### config.mk
export PLATFORM = sky130hd
export DESIGN_NAME = icon_blit_ctrl_flat
export DESIGN_NICKNAME = d
export VERILOG_FILES = /design/src/rtl/icon_blit_ctrl_pkg.sv /design/src/rtl/icon_blit_ctrl_if.sv /design/src/rtl/icon_blit_ctrl_fb_addr.sv /design/src/rtl/icon_blit_ctrl.sv /design/src/flat_wrapper.sv
export SDC_FILE = /design/constraint.sdc
export NUM_CORES = 1
export LEC_CHECK = 0
export BUFFER_PORTS_ARGS = -buffer_cell sky130_fd_sc_hd__clkbuf_2
export CORE_ASPECT_RATIO = 0.9
export CORE_MARGIN = 2
export CORE_UTILIZATION = 35
export CTS_CLUSTER_DIAMETER = 200
export CTS_CLUSTER_SIZE = 24
export DETAILED_ROUTE_END_ITERATION = 8
export MAX_ROUTING_LAYER = met4
export PLACE_DENSITY = 0.53
export SYNTH_ARGS = -nofsm -noshare
export SYNTH_HDL_FRONTEND = slang
export SYNTH_HIERARCHICAL = 1
export SYNTH_SLANG_ARGS = --single-unit
### constraint.sdc
create_clock -name iCLK -period 5.6 [get_ports iCLK]
set_input_delay 1.68 -clock iCLK [delete_from_list [all_inputs] [get_ports iCLK]]
set_output_delay 1.68 -clock iCLK [all_outputs]
set_load 0.05 [all_outputs]
### src/rtl/icon_blit_ctrl_pkg.sv
// icon_pkg: shared constants and state encoding for the icon blitter.
//   ICON_W/ICON_H    icon size in pixels
//   WORDS_PER_ICON   48-bit ROM words per icon (two pixels per word)
//   SCREEN_W/H       framebuffer geometry
//   KEY_COLOR        transparent colour
//   blit_state_t     controller states
//   icon_base()      first ROM word address of an icon
package icon_pkg;

  localparam int ICON_W         = 80;
  localparam int ICON_H         = 80;
  localparam int WORDS_PER_ICON = ICON_W * ICON_H / 2;
  localparam int SCREEN_W       = 640;
  localparam int SCREEN_H       = 480;
  localparam logic [23:0] KEY_COLOR = 24'hFF00FF;

  typedef enum logic [2:0] {
    IDLE,
    FETCH,
    LATCH,
    EMIT0,
    EMIT1,
    DONE
  } blit_state_t;

  // 15*3200+3199 = 51199, so 16 bits always suffice.
  function automatic logic [15:0] icon_base(input logic [3:0] num);
    return 16'(num) * 16'(WORDS_PER_ICON);
  endfunction

endpackage

### src/rtl/icon_blit_ctrl_if.sv
// icon_blit_ctrl_if: command, icon ROM and framebuffer write signals of the
// blitter.
//   slave  : controller view (consumes commands/ROM data/ready, drives the rest)
//   master : environment view (command source, ROM, framebuffer port)
interface icon_blit_ctrl_if;

  logic        iCmd_valid;
  logic        oCmd_ready;
  logic [3:0]  iCmd_number;
  logic [9:0]  iCmd_x;
  logic [8:0]  iCmd_y;
  logic        iAbort;
  logic [15:0] oRom_address;
  logic [47:0] iRom_data;
  logic        oFb_we;
  logic [18:0] oFb_addr;
  logic [23:0] oFb_data;
  logic        iFb_ready;
  logic        oBusy;
  logic        oDone;

  modport slave (
    input  iCmd_valid, iCmd_number, iCmd_x, iCmd_y, iAbort, iRom_data, iFb_ready,
    output oCmd_ready, oRom_address, oFb_we, oFb_addr, oFb_data, oBusy, oDone
  );

  modport master (
    output iCmd_valid, iCmd_number, iCmd_x, iCmd_y, iAbort, iRom_data, iFb_ready,
    input  oCmd_ready, oRom_address, oFb_we, oFb_addr, oFb_data, oBusy, oDone
  );

endinterface

### src/rtl/icon_blit_ctrl_fb_addr.sv
// icon_fb_addr: maps an icon-relative pixel to the screen.
//   x, y       icon top-left on screen
//   col, row   pixel position inside the icon
//   on_screen  pixel lies inside SCREEN_W x SCREEN_H
//   lin_addr   y*SCREEN_W + x linear framebuffer address (valid when on_screen)
module icon_fb_addr
  import icon_pkg::*;
(
  input  logic [9:0]  x,
  input  logic [8:0]  y,
  input  logic [6:0]  col,
  input  logic [6:0]  row,
  output logic        on_screen,
  output logic [18:0] lin_addr
);

  logic [10:0] sx;
  logic [9:0]  sy;

  assign sx = {1'b0, x} + {4'b0, col};
  assign sy = {1'b0, y} + {3'b0, row};

  assign on_screen = (sx < 11'(SCREEN_W)) && (sy < 10'(SCREEN_H));
  // Only meaningful on screen, where 479*640+639 fits in 19 bits.
  assign lin_addr  = 19'(sy) * 19'(SCREEN_W) + 19'(sx);

endmodule

### src/rtl/icon_blit_ctrl.sv
// icon_blit_ctrl: draws one 80x80 icon from the icon ROM into the framebuffer.
//   iCLK, iRST_N  clock, synchronous active-low reset
//   bus           command handshake, abort, ROM address/data, framebuffer
//                 write port (we/addr/data/ready), busy and done status
//   KEY_EN        1 = KEY_COLOR pixels are skipped, 0 = they are written
// Per ROM word: FETCH (address out) -> LATCH (data back) -> EMIT0 (even
// pixel) -> EMIT1 (odd pixel). Write strobes are registered, so each EMIT
// state's write is prepared on the transition into it.
module icon_blit_ctrl
  import icon_pkg::*;
#(
  parameter bit KEY_EN = 1'b1
) (
  input  logic             iCLK,
  input  logic             iRST_N,
  icon_blit_ctrl_if.slave  bus
);

  blit_state_t state;
  logic [15:0] base;
  logic [9:0]  x_q;
  logic [8:0]  y_q;
  logic [11:0] word_idx;
  logic [6:0]  col, row;
  // Even pixel goes straight to oFb_data in LATCH; only the odd half waits.
  logic [23:0] hold_odd;

  logic [6:0]  col_inc, row_inc, pc, pr;
  logic [23:0] pix;
  logic        on_scr, vis, adv, last;
  logic [18:0] lin;

  always_comb begin
    col_inc = col + 7'd1;
    row_inc = row;
    if (col == 7'(ICON_W - 1)) begin
      col_inc = '0;
      row_inc = row + 7'd1;
    end
  end

  // Look-ahead pixel: in LATCH the even pixel at (col,row) is next; in EMIT0
  // the odd pixel one step further on.
  assign pc   = (state == LATCH) ? col : col_inc;
  assign pr   = (state == LATCH) ? row : row_inc;
  assign pix  = (state == LATCH) ? bus.iRom_data[47:24] : hold_odd;

  icon_fb_addr u_fb_addr (
    .x         (x_q),
    .y         (y_q),
    .col       (pc),
    .row       (pr),
    .on_screen (on_scr),
    .lin_addr  (lin)
  );

  assign vis  = on_scr && !(KEY_EN && (pix == KEY_COLOR));
  assign adv  = !bus.oFb_we || bus.iFb_ready;
  assign last = (word_idx == 12'(WORDS_PER_ICON - 1));

  always_ff @(posedge iCLK) begin
    if (!iRST_N) begin
      state            <= IDLE;
      base             <= '0;
      x_q              <= '0;
      y_q              <= '0;
      word_idx         <= '0;
      col              <= '0;
      row              <= '0;
      hold_odd         <= '0;
      bus.oCmd_ready   <= 1'b1;
      bus.oRom_address <= '0;
      bus.oFb_we       <= 1'b0;
      bus.oFb_addr     <= '0;
      bus.oFb_data     <= '0;
      bus.oBusy        <= 1'b0;
      bus.oDone        <= 1'b0;
    end else if (bus.iAbort && state != IDLE) begin
      // Pending write is dropped; no done pulse.
      state          <= IDLE;
      bus.oFb_we     <= 1'b0;
      bus.oDone      <= 1'b0;
      bus.oCmd_ready <= 1'b1;
      bus.oBusy      <= 1'b0;
    end else begin
      case (state)
        IDLE: begin
          if (bus.iCmd_valid && bus.oCmd_ready) begin
            base             <= icon_base(bus.iCmd_number);
            bus.oRom_address <= icon_base(bus.iCmd_number);
            x_q              <= bus.iCmd_x;
            y_q              <= bus.iCmd_y;
            word_idx         <= '0;
            col              <= '0;
            row              <= '0;
            bus.oCmd_ready   <= 1'b0;
            bus.oBusy        <= 1'b1;
            state            <= FETCH;
          end
        end
        FETCH: state <= LATCH;
        LATCH: begin
          hold_odd     <= bus.iRom_data[23:0];
          bus.oFb_we   <= vis;
          bus.oFb_addr <= lin;
          bus.oFb_data <= pix;
          state        <= EMIT0;
        end
        EMIT0: begin
          if (adv) begin
            col          <= col_inc;
            row          <= row_inc;
            bus.oFb_we   <= vis;
            bus.oFb_addr <= lin;
            bus.oFb_data <= pix;
            state        <= EMIT1;
          end
        end
        EMIT1: begin
          if (adv) begin
            col        <= col_inc;
            row        <= row_inc;
            bus.oFb_we <= 1'b0;
            if (last) begin
              bus.oDone <= 1'b1;
              state     <= DONE;
            end else begin
              word_idx         <= word_idx + 12'd1;
              bus.oRom_address <= base + {4'b0, word_idx} + 16'd1;
              state            <= FETCH;
            end
          end
        end
        DONE: begin
          bus.oDone      <= 1'b0;
          bus.oCmd_ready <= 1'b1;
          bus.oBusy      <= 1'b0;
          state          <= IDLE;
        end
        default: state <= IDLE;
      endcase
    end
  end

endmodule

### src/flat_wrapper.sv
// flat-port wrapper written by rule: the top's interface ports become plain ports
module icon_blit_ctrl_flat import icon_pkg::*;
#(
  parameter bit KEY_EN = 1'b1
)
  (iCLK, iRST_N, bus_iCmd_valid, bus_iCmd_number, bus_iCmd_x, bus_iCmd_y, bus_iAbort, bus_iRom_data, bus_iFb_ready, bus_oCmd_ready, bus_oRom_address, bus_oFb_we, bus_oFb_addr, bus_oFb_data, bus_oBusy, bus_oDone);
  icon_blit_ctrl_if bus_i ();
  input  logic iCLK;
  input  logic iRST_N;
  input wire logic [$bits(bus_i.iCmd_valid)-1:0] bus_iCmd_valid;
  input wire logic [$bits(bus_i.iCmd_number)-1:0] bus_iCmd_number;
  input wire logic [$bits(bus_i.iCmd_x)-1:0] bus_iCmd_x;
  input wire logic [$bits(bus_i.iCmd_y)-1:0] bus_iCmd_y;
  input wire logic [$bits(bus_i.iAbort)-1:0] bus_iAbort;
  input wire logic [$bits(bus_i.iRom_data)-1:0] bus_iRom_data;
  input wire logic [$bits(bus_i.iFb_ready)-1:0] bus_iFb_ready;
  output wire logic [$bits(bus_i.oCmd_ready)-1:0] bus_oCmd_ready;
  output wire logic [$bits(bus_i.oRom_address)-1:0] bus_oRom_address;
  output wire logic [$bits(bus_i.oFb_we)-1:0] bus_oFb_we;
  output wire logic [$bits(bus_i.oFb_addr)-1:0] bus_oFb_addr;
  output wire logic [$bits(bus_i.oFb_data)-1:0] bus_oFb_data;
  output wire logic [$bits(bus_i.oBusy)-1:0] bus_oBusy;
  output wire logic [$bits(bus_i.oDone)-1:0] bus_oDone;
  assign bus_i.iCmd_valid = bus_iCmd_valid;
  assign bus_i.iCmd_number = bus_iCmd_number;
  assign bus_i.iCmd_x = bus_iCmd_x;
  assign bus_i.iCmd_y = bus_iCmd_y;
  assign bus_i.iAbort = bus_iAbort;
  assign bus_i.iRom_data = bus_iRom_data;
  assign bus_i.iFb_ready = bus_iFb_ready;
  assign bus_oCmd_ready = bus_i.oCmd_ready;
  assign bus_oRom_address = bus_i.oRom_address;
  assign bus_oFb_we = bus_i.oFb_we;
  assign bus_oFb_addr = bus_i.oFb_addr;
  assign bus_oFb_data = bus_i.oFb_data;
  assign bus_oBusy = bus_i.oBusy;
  assign bus_oDone = bus_i.oDone;
  icon_blit_ctrl #(.KEY_EN(KEY_EN)) u_core (.iCLK(iCLK), .iRST_N(iRST_N), .bus(bus_i));
endmodule
==> flow_summary.yaml, run 1 <==
sta:
  relSlewSlack_pct: 35.63
  max_freq_mhz: 190.0
  period_needed_ps: 5264
  hold_viol: 0
  slew_violations: 0
  final-setup-viol-count: 0
  finalClockSkew_ps: 21.05
  whs_ps: 464.2
  rsz0062_at_grt: "no"
  fin_crit_sh_pct: 94.01
  tns_ps: 0
  tightest_slew_ps: 965.6
place:
  dp_hpwl_um: 16820
  gp_congestion: 0.8519
  port-buffer-count: 138
setup_path:
  startpoint_type: "register"
  reg2regPathDepth: 21
  r2r_slack_ps: 340
  critical_path_class: "register to register"
  worstPathCellList: "or3b_2, or4_4, or2_2, nor2_1, xor2_1, ha_1, a21oi_2, nand2b_1, a21oi_1, or3_4, xnor2_1, ha_1, or2_2, a31oi_1, o221a_2, and4_4, a221oi_2, a221oi_2, xnor2_1, nand2_1, a21boi_0"
  slowest_delay_ps: 520
  rr_endpoint: "u_core/bus.oFb_addr[18]"
  crit_required_ps: 5950
  crit_arrival_ps: 5620
  slowest_stage: "or4_4"
  path_max_fanout: 10
  end_kind: "register"
  r2r-start: "u_core/col[4]"
synth:
  synthXorXnorAreaFrac_pct: 4.800
  synthTopCellsByArea: "dfxtp_1 33%, nand2_1 11%, a21boi_0 7.0%"
  synth_top_family_by_area: "simple AND/OR/NAND/NOR gates"
  synth_cell_type_count: 71
  yosysWarnings: 6
  synth_seq_cells: 137
  synth_most_common_cell: "nand2_1"
  synth.avg_cell_area_um2: 7.881
  synth_fa_ha_area_share_pct: 7.901
  yosysSeqAreaShare_pct: 32.68
  synthMuxAreaShare_pct: 0.2534
  ys_top_cells_by_count: "236 x nand2_1, 137 x dfxtp_1, 78 x a21boi_0, 52 x nor2_1"
  yosysTopAreaCell: "dfxtp_1"
  syn-num-nets: 1191
  ys.flop_type: "dfxtp_1"
  synth.top_cell.area_share_pct: 32.68
  synth_simple_gate_area_share_pct: 26.64
  synthCells: 1065
  async_reset_ff_share_pct: 0
  syn_area_mm2: 0.008393
  synth_compound_area_share_pct: 22.93
  synth_edf_count: 0
floorplanning:
  coreArea_mm2: 0.02348
  ioPinCount: 139
  fp.dieH_um: 150.9
  dieArea_mm2: 0.02524
  start_util_pct: 35.75
  dieWidth_um: 167.2
  rows: 53
power_and_ir_drop:
  power-per-cell-area_mw_per_mm2: 296.6
  fin_total_pwr_uw: 2955
  p_leak_uw: 0.004286
  max-vdd-ir-drop_v: 0.0001918
grt:
  grt_max_degree: 84
  overflow: 0
  grt_pass1_vias: 7145
  grt_pass1_wl_um: 37670
  grtUsageTotal_pct: 19.14
  antenna_found_initial: 0
cts:
  clk_pin_slew_worst_paths_ps: 70
  clockRootBuffer: "clkbuf_16"
  cts_buffer_depth: 2
  clk_latency_ps: 440
  cts_buffers: 17
  cts_sinks: 137
  htreeDepth: 4
  cts_tree: "yes"
final_layout:
  layout.nets: 1300
  antenna_cells: 0
  syn2layout_area_growth_pct: 18.71
  drive_gt1_share_pct: 19.12
  fin_util_pct: 42.44
  fill_cells: 2455
routing:
  remaining_drc_errors: 5
  via_per_inst: 5.241
  drtIter0Drc: 558
  wirelength_um: 23500
  final_antenna_net_count: 0
  wl_per_cell_um: 15.78
  vias: 7804
  dr.pass1.iters: 7
outcome:
  status: "finished with violations"
  violations: "design-rule violations"
worst_hold_path:
  hold_path_class: "register to register"
  hold_path_end: "u_core/bus.oFb_addr[4]"
  hold_start: "u_core/bus.oFb_addr[4]"
  whs_path_depth: 2
job:
  drv_cap: 0
-- registers in the layout (all words and copies together), names as in the netlist, 9 cells and up --
register and cells:
u_core/bus.oFb_data 24, u_core/bus.oFb_addr 19, u_core/base 9, u_core/hold_odd 24, u_core/y_q 9, u_core/x_q 10
u_core/bus.oRom_address 16
-- critical path, delay by kind of cell (launching register included) --
kind	cells	cell delay [ps]
AO/OA/AOI/OAI	7	1220
adder cells (fa/ha/maj)	2	570
flip-flops	1	370
AND/OR/NAND/NOR	9	2580
XOR/XNOR	3	440
-- how the worst max path moves through the flow --
| stage | startpoint | end | cells past startpoint |
|---|---|---|---|
| final | u_core/col[4] | u_core/bus.oFb_addr[18] | 21 |
| after global routing | u_core/col[4] | u_core/bus.oFb_addr[18] | 22 |
| after CTS | u_core/col[0] | u_core/bus.oFb_addr[18] | 22 |
| after detailed placement | u_core/col[0] | u_core/bus.oFb_addr[18] | 22 |
| after global placement | u_core/col[0] | u_core/bus.oFb_addr[18] | 22 |
| after floorplan | u_core/col[4] | u_core/bus.oFb_addr[18] | 22 |
-- repair_timing --
action | in CTS | in global routing
gates resized for setup | 0 | 7
setup buffers | 0 | 0
hold buffers | 0 | 0
endpoints found under the setup margin | 0 | 3
-- stage by stage --
stage / worst slack [ps] / instances / area (µm²)
2_1_floorplan: 455.4 / 1065 / 8393
3_3_place_gp: 275.1 / 1457 / 9344
3_5_place_dp: 196.0 / 1457 / 9344
4_1_cts: 131.3 / 1489 / 9940
5_1_grt: 9.733 / 1489 / 9963
6_report: 335.6 / 1489 / 9963
-- placed cells by master (no fill, tap or decap), types with 11 or more instances in the layout --
cell	n
nor3_1	11
dfxtp_1	135
ha_1	44
clkbuf_16	17
o21ai_0	43
inv_1	29
o211a_1	26
nand4_1	13
or3_1	12
nand2_1	236
buf_4	22
xnor2_1	32
nor4_1	11
clkbuf_2	137
a21oi_1	35
nor2_1	51
xor2_1	14
a21boi_0	78
nand3_1	50
-- cells by family (layout without fill, tap and decap cells) --
family | after synthesis | in the layout
AOI/OAI and AO/OA | 266 | 266
muxes | 2 | 2
xor gates and xnor gates | 46 | 46
adders and majority gates | 50 | 50
buffers and inverters | 98 | 220
DFF | 137 | 137
and+or+nand+nor | 466 | 466
-- per-layer routing --
| metal | part of all wire [%] | wire length [µm] | vias up | GRT usage, % |
|---|---|---|---|---|
| li1 | - | - | 3972 | - |
| met1 | 51 | 11880 | 3665 | 25.87 |
| met2 | 44 | 10400 | 144 | 29.46 |
| met3 | 3.6 | 835 | 23 | 3.371 |
| met4 | 1.7 | 389 | 0 | 5.609 |
| met5 | 0 | 0 | - | - |
-- layout make-up --
cell class                 instances  area, µm²  area share [%]
timing repair buffer             159      850.8           8.539
tap                              302      377.9           3.793
sequential                       137       2745           27.55
multi-input combinational        830       5285           53.05
inverter                          29      108.9           1.093
clock inverter                    15      170.2           1.708
clock buffer                      17      425.4           4.270
-- where the power goes --
part | switching, µW | leakage (µW) | internal, µW
combinational | 462 | 0.00287 | 226
sequential | 54.0 | 0.00111 | 1040
clock | 528 | 0.000298 | 642
total | 1040 | 0.00429 | 1910
Note: power is estimated with default switching activity, not from simulation.
==> run 2, diff against run 1 <==
CELL_PAD_IN_SITES_DETAIL_PLACEMENT = 2   (was default)
CELL_PAD_IN_SITES_GLOBAL_PLACEMENT = 2   (was default)
CORE_UTILIZATION = 33   (was 35)
PLACE_DENSITY = 0.79   (was 0.53)
==> run 2 against run 1 <==
The run now ends clean. Sequential share of layout area shrank 0.52 points. Via count grew 6.0%. Routed wire length grew 29%. Clock skew shrank 6.8 ps. Total power grew 1.2%. Global-route usage grew 4.4 points. Clock power is essentially flat.
==> flow_summary.yaml, run 2 (synthesis gave the netlist of run 1 again) <==
final_layout:
  fill_cells: 2897
  syn2layout_area_growth_pct: 21.27
  layout.nets: 1304
  fin_util_pct: 40.63
  antenna_cells: 0
  final_common_cell: "nand2_1"
  layoutNonFillerInstCount: 1533
  largestRegisters: "u_core/bus.oFb_data: 24 flops, u_core/hold_odd: 24 flops, u_core/bus.oFb_addr: 19 flops"
  mostFrequentLayoutCells: "236 x nand2_1, 137 x clkbuf_2, 132 x dfxtp_1"
  drive_gt1_share_pct: 20.91
setup_path:
  critical_path_class: "register to register"
  slowest_delay_ps: 520
  critical_path_buf_inv_count: 0
  worstPathCellList: "or3b_4, or4_4, or2_2, nor2_2, xor2_2, ha_4, a21oi_2, nand2b_1, a21oi_1, or3_4, xnor2_1, ha_2, or2_2, a31oi_2, o221a_4, and4_4, a221oi_4, a221oi_2, xnor2_1, nand2_1, a21boi_2"
  crit_required_ps: 5960
  slowest_stage: "or4_4"
  critPathTopFamily: "simple AND/OR/NAND/NOR gates"
  crit_arrival_ps: 5820
  startpoint_type: "register"
  end_kind: "register"
  path_max_fanout: 6
sta:
  slew_violations: 0
  final-setup-viol-count: 0
  hold_viol: 0
  fin_crit_sh_pct: 97.38
  period_needed_ps: 5453
  tightest_slew_ps: 977.6
  tns_ps: 0
  relSlewSlack_pct: 34.39
  finalClockSkew_ps: 14.21
  max_freq_mhz: 183.4
grt:
  grt_pass1_wl_um: 48150
  grt_max_degree: 91
  antenna_found_initial: 0
  overflow: 0
  grt_pass1_vias: 8842
  grtUsageTotal_pct: 23.56
place:
  port-buffer-count: 138
  gp_congestion: 0.8198
  dp_hpwl_um: 20840
  placedCellCount: 1500
routing:
  remaining_drc_errors: 0
  dr.pass1.iters: 4
  wl_per_cell_um: 19.75
  via_per_inst: 5.395
  drtIter0Drc: 386
  final_antenna_net_count: 0
  vias: 8271
  wirelength_um: 30270
power_and_ir_drop:
  p_leak_uw: 0.004296
  p_seq_share_pct: 36.8
  clockPowerShare_pct: 38.5
  combPwrFrac_pct: 24.7
  power-per-cell-area_mw_per_mm2: 293.7
  swShare_pct: 37.13
  max-vdd-ir-drop_v: 0.0001982
  p_int_uw: 1880
  p_sw_uw: 1110
  fin_total_pwr_uw: 2990
floorplanning:
  dieArea_mm2: 0.02673
  dieWidth_um: 172.1
  fp.dieH_um: 155.3
  ioPinCount: 139
  rows: 55
  start_util_pct: 33.51
  coreArea_mm2: 0.02505
cts:
  cts_buffers: 17
  clk_latency_ps: 440
  cts_buffer_depth: 2
  cts_tree: "yes"
  cts_sinks: 137
  clk_pin_slew_worst_paths_ps: 70
  htreeDepth: 4
  clockRootBuffer: "clkbuf_16"
job:
  drv_cap: 0
outcome:
  status: "finished, final reports clean"
worst_hold_path:
  hold_path_class: "register to register"
## run 2: changes by cell type in the layout (fill, tap and decap cells not counted), sizes merged
cell / delta
buf: +4
bufinv: -1
clkinv: +3
clkinvlp: +1
inv: -3
## run 2: final timing paths
kind	startpoint	endpoint	slack (ps)	cells after the start
min	u_core/bus.oFb_addr[4]	u_core/bus.oFb_addr[4]	470	2
max	u_core/col[6]	u_core/bus.oFb_addr[18]	150	21
min reg2reg	u_core/bus.oFb_addr[4]	u_core/bus.oFb_addr[4]	470	2
max reg2reg	u_core/col[6]	u_core/bus.oFb_addr[18]	150	21
## run 2: cell type report
| cell class | instances | area, µm² | share of cell area (%) |
|---|---|---|---|
| Multi-Input combinational cell | 830 | 5416 | 53.21 |
| Sequential cell | 137 | 2751 | 27.03 |
| Timing Repair Buffer | 163 | 880.8 | 8.654 |
| Tap cell | 342 | 427.9 | 4.204 |
| Clock buffer | 17 | 425.4 | 4.179 |
| Clock inverter | 15 | 167.7 | 1.647 |
| Inverter | 29 | 108.9 | 1.069 |
## run 2: worst register-to-register path, cell delays in order, from the launching register on
cell and delay [ps]:
dfxtp_2 360, or3b_4 410, or4_4 520, or2_2 350, nor2_2 130, xor2_2 210, ha_4 260, a21oi_2 150
nand2b_1 130, a21oi_1 120, or3_4 400, xnor2_1 160, ha_2 220, or2_2 310, a31oi_2 220, o221a_4 250
and4_4 290, a221oi_4 110, a221oi_2 340, xnor2_1 190, nand2_1 100, a21boi_2 150
## run 2: metal layers
metal  share of wire (%)  GRT usage [%]
met3                 2.8          3.740
met5                   0              -
met1                  44          28.79
met4                 1.3          5.402
met2                  51          40.77
## run 2: power by group through the flow
stage               registers, µW  clock network (µW)  logic [µW]
finish                       1100                1150         737
global route                 1110                1230         806
floorplan                    1210                   0         388
detailed placement           1120                   0         717
CTS                          1100                1190         738
global placement             1120                   0         698
## run 2: through the flow
stage	hold slack [ps]	instance area, µm²	worst slack [ps]
after global placement	455.6	9422	278.4
after global routing	489.4	10180	-42.99
final	470.4	10180	146.7
after detailed placement	469.2	9422	0.4823
after floorplan	440.1	8393	455.4
after CTS	479.5	10080	41.50
## run 2: repair_timing
item	4_1_cts	5_1_grt
hold endpoints to repair	0	0
buffers inserted	0	1
pin swaps	5	9
gates resized for setup	17	19
hold buffers	0	0
endpoints found under the setup margin	1	2
